`src/rtl/instr_loader.sv`:
```
// Byte-serial program loader: receives a framed byte stream
// (LEN_HI, LEN_LO, N x {hi,lo}, CHK), writes each 16-bit word into
// instruction memory, and holds the core in reset until a complete,
// checksum-verified program has landed.
module instr_loader #(
  parameter int ADDR_W  = 8,
  parameter int DEPTH   = 256,
  parameter int TIMEOUT = 1000
) (
  input  logic              CLK,
  input  logic              RST,
  input  logic              Start,
  input  logic [7:0]        RxData,
  input  logic              RxValid,
  output logic              RxReady,
  output logic [ADDR_W-1:0] MemAddr,
  output logic [15:0]       MemData,
  output logic              MemWEn,
  output logic              CpuHold,
  output logic              Done,
  output logic              Err
);

  localparam int TO_W = $clog2(TIMEOUT + 1);
  localparam logic [TO_W-1:0] TO_LAST = TO_W'(TIMEOUT - 1);

  typedef enum logic [3:0] {
    IDLE, LEN_HI, LEN_LO, DATA_HI, DATA_LO, WRITE, CHK, DONE, ERR
  } state_t;

  state_t            state, stateNext;
  logic [7:0]        lenHi, lenHiNext;
  logic [15:0]       wordCnt, wordCntNext;
  logic [7:0]        hiByte, hiByteNext;
  logic [ADDR_W-1:0] wordIdx, wordIdxNext;
  logic [7:0]        acc, accNext;
  logic [TO_W-1:0]   toCnt, toCntNext;

  logic              rxReadyNext;
  logic [ADDR_W-1:0] memAddrNext;
  logic [15:0]       memDataNext;
  logic              memWEnNext;
  logic              cpuHoldNext;
  logic              doneNext;
  logic              errNext;

  logic              accept;
  logic              byteState;
  logic              timedOut;
  logic              lastWord;
  logic [15:0]       lenWord;

  // RxReady is a registered copy of "in a byte-receiving state", so the
  // handshake can be evaluated directly against the output.
  assign accept    = RxValid && RxReady;
  assign byteState = (state == LEN_HI) || (state == LEN_LO) ||
                     (state == DATA_HI) || (state == DATA_LO) ||
                     (state == CHK);
  assign timedOut  = byteState && !accept && (toCnt == TO_LAST);
  assign lastWord  = (32'(wordIdx) + 32'd1) == 32'(wordCnt);
  assign lenWord   = {lenHi, RxData};

  // State, frame bookkeeping and registered outputs.
  always_ff @(posedge CLK or posedge RST) begin
    if (RST) begin
      state   <= IDLE;
      lenHi   <= '0;
      wordCnt <= '0;
      hiByte  <= '0;
      wordIdx <= '0;
      acc     <= '0;
      toCnt   <= '0;
      RxReady <= 1'b0;
      MemAddr <= '0;
      MemData <= '0;
      MemWEn  <= 1'b0;
      CpuHold <= 1'b1;
      Done    <= 1'b0;
      Err     <= 1'b0;
    end else begin
      state   <= stateNext;
      lenHi   <= lenHiNext;
      wordCnt <= wordCntNext;
      hiByte  <= hiByteNext;
      wordIdx <= wordIdxNext;
      acc     <= accNext;
      toCnt   <= toCntNext;
      RxReady <= rxReadyNext;
      MemAddr <= memAddrNext;
      MemData <= memDataNext;
      MemWEn  <= memWEnNext;
      CpuHold <= cpuHoldNext;
      Done    <= doneNext;
      Err     <= errNext;
    end
  end

  // Next-state, datapath updates and output decode of the next state.
  always_comb begin
    stateNext   = state;
    lenHiNext   = lenHi;
    wordCntNext = wordCnt;
    hiByteNext  = hiByte;
    wordIdxNext = wordIdx;
    accNext     = acc;
    toCntNext   = toCnt;
    memAddrNext = MemAddr;
    memDataNext = MemData;

    // Checksum covers every frame byte except CHK itself.
    if (accept && (state != CHK)) begin
      accNext = acc ^ RxData;
    end

    // Idle-link watchdog: cleared by any accepted byte, frozen in WRITE.
    if (byteState) begin
      if (accept) begin
        toCntNext = '0;
      end else if (!timedOut) begin
        toCntNext = toCnt + TO_W'(1);
      end
    end

    case (state)
      IDLE, DONE, ERR: begin
        if (Start) begin
          stateNext   = LEN_HI;
          accNext     = '0;
          wordIdxNext = '0;
          toCntNext   = '0;
        end
      end
      LEN_HI: begin
        if (accept) begin
          lenHiNext = RxData;
          stateNext = LEN_LO;
        end
      end
      LEN_LO: begin
        if (accept) begin
          wordCntNext = lenWord;
          if ({16'd0, lenWord} > 32'(DEPTH)) begin
            stateNext = ERR;
          end else if (lenWord == 16'd0) begin
            stateNext = CHK;
          end else begin
            stateNext = DATA_HI;
          end
        end
      end
      DATA_HI: begin
        if (accept) begin
          hiByteNext = RxData;
          stateNext  = DATA_LO;
        end
      end
      DATA_LO: begin
        if (accept) begin
          memDataNext = {hiByte, RxData};
          memAddrNext = wordIdx;
          stateNext   = WRITE;
        end
      end
      WRITE: begin
        // The index never advances past N-1, which bounds MemAddr below DEPTH.
        if (lastWord) begin
          stateNext = CHK;
        end else begin
          wordIdxNext = wordIdx + ADDR_W'(1);
          stateNext   = DATA_HI;
        end
      end
      CHK: begin
        if (accept) begin
          stateNext = (RxData == acc) ? DONE : ERR;
        end
      end
      default: stateNext = IDLE;
    endcase

    if (timedOut) begin
      stateNext = ERR;
    end

    rxReadyNext = (stateNext == LEN_HI) || (stateNext == LEN_LO) ||
                  (stateNext == DATA_HI) || (stateNext == DATA_LO) ||
                  (stateNext == CHK);
    memWEnNext  = (stateNext == WRITE);
    doneNext    = (stateNext == DONE);
    errNext     = (stateNext == ERR);
    cpuHoldNext = (stateNext != DONE);
  end

endmodule

```
`config.mk`:
```
export PLATFORM = sky130hd
export DESIGN_NAME = instr_loader
export DESIGN_NICKNAME = d
export VERILOG_FILES = /design/src/rtl/instr_loader.sv
export SDC_FILE = /design/constraint.sdc
export NUM_CORES = 1
export LEC_CHECK = 0
export CORE_MARGIN = 2
export CORE_UTILIZATION = 55
export DETAILED_ROUTE_END_ITERATION = 10
export GPL_TIMING_DRIVEN = 0
export PLACE_DENSITY_LB_ADDON = 0.1
export SYNTH_ARGS = -nofsm -noshare
export SYNTH_HDL_FRONTEND = slang
export SYNTH_SLANG_ARGS = --single-unit
```
`constraint.sdc`:
```
create_clock -name CLK -period 4.5 [get_ports CLK]
set_input_delay 1.125 -clock CLK [delete_from_list [all_inputs] [get_ports CLK]]
set_output_delay 1.125 -clock CLK [all_outputs]
set_load 0.1 [all_outputs]
```
# Word level (Yosys, flattened, before mapping)
# Cells that the tools add are included.
# totals
reg_bits,91
latch_bits,0
ramBits,0
mem_bits_ro,0
input_bits,12
out_inout_bits,29
elab_cells,87
n_memories,0
# classes
addsub,3
n_mul,0
div_mod_pow,0
n_lt_le_gt_ge,1
n_eq_ne,23
n_shift,0
n_mux,23
bitwise,1
n_reduce_logical,22
# op_table
op,n
$mux 10,5
$mux 8,5
$mux 4,9
$eq 4x3->1 const B,8
$pmux 4 s7,1
$eq 4x2->1 const B,4
$eq 9x16->1,1
$gt 16x9->1 const B,1
$logic_not 16->1,1
$pmux 8 s2,1
$add 10x1->10 const B,1
$eq 10x10->1 const B,1
$add 8x1->9 const B,1
$add 8x1->8 const B,1
$eq 4x1->1 const B,2
$eq 4x4->1 const B,2
$eq 8x8->1,1
$logic_or 1x1->1,8
$ne 4x3->1 const B,2
$reduce_and 2->1,4
$xor 8x8->8,1
$mux 3,2
$logic_and 1x1->1,4
$logic_not 4->1,1
5 further kinds,6

# Depth between registers and ports, before layout
# depth
word_depth,13
ltp_mapped,10
mapped_depth_nobuf,9

# Worst setup path before layout
# Ideal clock, no wire load.
# synth_timing
path_kind,input to register
startpoint,in RxValid
endpoint,reg Done
setup_time_ns,0.116
arrival_time_ns,2.437
required_ns,4.384
path_slack_ns,1.947
path_stages,8
path_buffers,1
path_cell_list,and2_1 clkbuf_1 nor4_1 a21oi_1 nor2_1 nor2_1 nand3_1 inv_1
# synth_via
elab_chain_cells,6
elab_cells_between_ends,12
cone_classes,eq/ne: 1; mux: 7; reduce/logical: 4
# synth_rtl
element,line,text
start: declaration,14,"input logic RxValid,"
$logic_and 1x1->1 (*),55,assign accept = RxValid && RxReady;
"parallel branches: the longest is 3 deep, another holds $pmux 4 s7",-,
$mux 4 (*),181,if (timedOut) begin
named net stateNext[1],31,"state_t state, stateNext;"
$eq 4x3->1 (*),189,doneNext = (stateNext == DONE);
named net doneNext,44,logic doneNext;
end signal: assignment,93,Done <= doneNext;
end: declaration,20,"output logic Done,"
# Mark *: on every way through the listed nets, which the timed path passes.
# A chain may end at the register's enable or synchronous reset.

# Worst setup path after layout
# layout_timing
startpoint,reg CpuHold
endpoint,out CpuHold
# layout_rtl
element,line,text
start: declaration,19,"output logic CpuHold,"
start signal: assignment,92,CpuHold <= cpuHoldNext;
# No word-level cell between the ends.

==> flow_metrics.tcl <==
set metrics [dict create \
    wl_per_cell_um 16.20 \
    post_drt_via_cell_ratio 5.722 \
    mostFrequentLayoutCells "dfrtp_1 (90), nand2_1 (50), mux2_2 (48), clkdlybuf4s50_1 (40), nor2_1 (26)" \
    drtAntennaViolNets 0 \
    grt_use_met3 0.04190 \
    yosysSeqAreaShare 0.5218 \
    rsz0062_at_grt "false" \
    setup_ws_ps 1386 \
    crit_type "flip-flop to primary output" \
    final_common_cell "dfrtp_1" \
    min_period_ps 3114 \
    ys.flop_type "dfrtp_1" \
    hpwl_mm 6.292 \
    end_kind "primary output" \
    area_delta_synth_final_pct 17.02 \
    worstMarginPinSlew_ps 1001 \
    grtUsageMet2 0.3496 \
    dpl_worst_slack_ps 1149 \
    cts_max_level 3 \
    slew_headroom 0.3307 \
    layout-drive-gt1-share 0.1808 \
    die_x_um 93.11 \
    cts_resized 0 \
    stdcell_area_mm2 0.005110 \
    rows 32 \
    slowest_stage "clkdlybuf4s50_1" \
    dr.pass1.iters 4 \
    worstPathRequired_ps 3380 \
    cp-start-kind "flip-flop" \
    r2r-start "wordIdx[0]$_DFFE_PP0P_" \
    min_to "MemData[10]$_DFFE_PP0P_" \
    setup_viol_count_final 0 \
    antenna_found_initial 0 \
    r2r-end "RxReady$_DFF_PP0_" \
    max_stage_delay_ps 1120 \
    drtIter0Drc 112 \
    synth_edf_count 0 \
    num-nets-final 468 \
    cts_buffers 9 \
    tns_ps 0 \
    grt_pass1_vias 3106 \
    antennaDiodeCount 0 \
    report.final.slew_viol_count 0 \
    ys_warn_count 0 \
    io_pins 41 \
    max_clock_freq_ghz 0.3211 \
    cp_top_family "buffers and inverters" \
    path_clk_slew_ps 100 \
    p_per_area_mw_per_mm2 663.6 \
    finClkSkew_ps 15.67 \
    coreArea_mm2 0.007727 \
    avgSynthCellArea_um2 10.86 \
    drc 0 \
    gp_congestion 0.8961 \
    ys_seq_elements 91 \
    grt_max_degree 62 \
    die_h_um 93.11 \
    cts_tree "yes" \
    hold_buffers 0 \
    grt_overflow 0 \
    cp_num_buf_inv 1 \
    cts_root_buf "clkbuf_8" \
    dieArea_mm2 0.008669 \
    clkLatencyLatePin_ps 370 \
    use_met1 0.3184 \
    async_reset_ff_frac 1.000 \
    hp-start "hiByte[2]$_DFFE_PP0P_" \
    cap_violations 0 \
    numPortBuffers 40 \
    period_share 0.6920 \
    cts_setup_buffers 0 \
    clk_path_buf_depth 2 \
    hold_violations 0 \
    vdd_ir_drop_max_v 0.0004180 \
    cp_cell_sequence "clkdlybuf4s50_1" \
    synth_nets 416 \
    num_vias 3210 \
    grt_pass1_wl_mm 15.24 \
    outcome "complete, no violations" \
    crit_arrival_ps 1990 \
    dp_cells 545 \
    clock-sinks 91 \
    leakage_uw 0.002225 \
    grt_usage 0.2262 \
    syn_inst 402 \
    routed_wl_mm 9.090 \
    stdcell_count 561 \
    r2r_cells 9 \
    crit_fanout 1 \
    start_util 0.5651 \
    r2r_slack_ps 2050 \
    hold_depth 2 \
    syn_area_mm2 0.004367 \
    synth.distinct_cells 58 \
    grt-busiest-layer "met2" \
    min-delay-path-class "flip-flop to flip-flop" \
    dpl_cell_area_mm2 0.004925 \
]
[Yosys cell counts, types with 2 or more instances]
master	n	area share
a21oi_1	10	0.011
a22o_1	2	0.0040
a31oi_1	4	0.0057
and2_1	3	0.0043
and3_1	2	0.0029
buf_2	6	0.0069
buf_6	2	0.0052
clkbuf_1	9	0.0077
dfrtp_1	90	0.52
ha_1	2	0.0057
inv_1	6	0.0052
mux2_2	48	0.12
nand2_1	50	0.043
nand2b_1	4	0.0057
nand3_1	8	0.0092
nand3b_1	2	0.0034
nand4_1	10	0.014
nor2_1	26	0.022
nor2b_1	3	0.0043
nor3_1	12	0.014
nor3b_1	2	0.0034
nor4_1	5	0.0072
o2111ai_1	3	0.0060
o211ai_1	2	0.0034
o21ai_0	15	0.017
o21ai_1	9	0.010
o31ai_1	4	0.0069
or3_1	3	0.0043
xnor2_1	15	0.030
xor2_1	17	0.034
[metal layers]
| layer | share of wire | vias up |
|---|---|---|
| li1 | - | 1528 |
| met1 | 0.48 | 1598 |
| met2 | 0.47 | 74 |
| met3 | 0.042 | 10 |
| met4 | 0.015 | 0 |
| met5 | 0 | - |
[sequential cells by signal, indices dropped and copies added (netlist names), 4 cells and up]
| register | cells |
|---|---|
| MemData | 16 |
| wordCnt | 16 |
| toCnt | 10 |
| MemAddr | 8 |
| acc | 8 |
| hiByte | 8 |
| lenHi | 8 |
| wordIdx | 8 |
| state | 4 |
[cell type report]
cell class              count  area [um^2]
fillers                   637         2618
flip-flops and latches     91         2278
multi-input cells         287         1976
repair buffers             41        427.9
clock buffers              10        137.6
well taps                 102        127.6
plain buffers              17        86.33
clock inverters             6        47.55
inverters                   7        28.78
[cells by family after synthesis]
kind of cell	after synthesis	share of synthesized area
adders and majority gates	2	0.005730
xor gates and xnor gates	32	0.06418
and+or+nand+nor	142	0.1639
buffers and inverters	24	0.02579
AOI/OAI and AO/OA	63	0.09485
muxes	48	0.1238
DFF	91	0.5218
[how the worst max path moves through the flow]
stage	start	end	cells after the start
global route	RxValid	Done$_DFF_PP0_	9
floorplan	RST	Done$_DFF_PP0_	1
global placement	RST	MemAddr[2]$_DFFE_PP0P_	2
CTS	CpuHold$_DFF_PP1_	CpuHold	1
detailed placement	RxData[1]	RxReady$_DFF_PP0_	7
finish	CpuHold$_DFF_PP1_	CpuHold	1
[metrics by stage]
| stage | hold WS, ps | util | total power [uW] |
|---|---|---|---|
| 6_report | 476.3 | 0.6613 | 3391 |
| 5_1_grt | 506.2 | 0.6613 | 3590 |
| 4_1_cts | 483.9 | 0.6613 | 3405 |
| 3_5_place_dp | 457.5 | 0.6373 | 2873 |
| 3_3_place_gp | 444.5 | 0.6334 | 2829 |
| 2_1_floorplan | 434.8 | - | 2508 |
[report_power, final]
group          leakage (uW)  total [uW]  switching [uW]  internal (uW)
Sequential          0.00118        1280             183           1090
Clock             0.0000815         535             315            220
Combinational      0.000963        1580            1030            547
Total               0.00222        3390            1530           1860
Power figures use the tool's default switching activity.
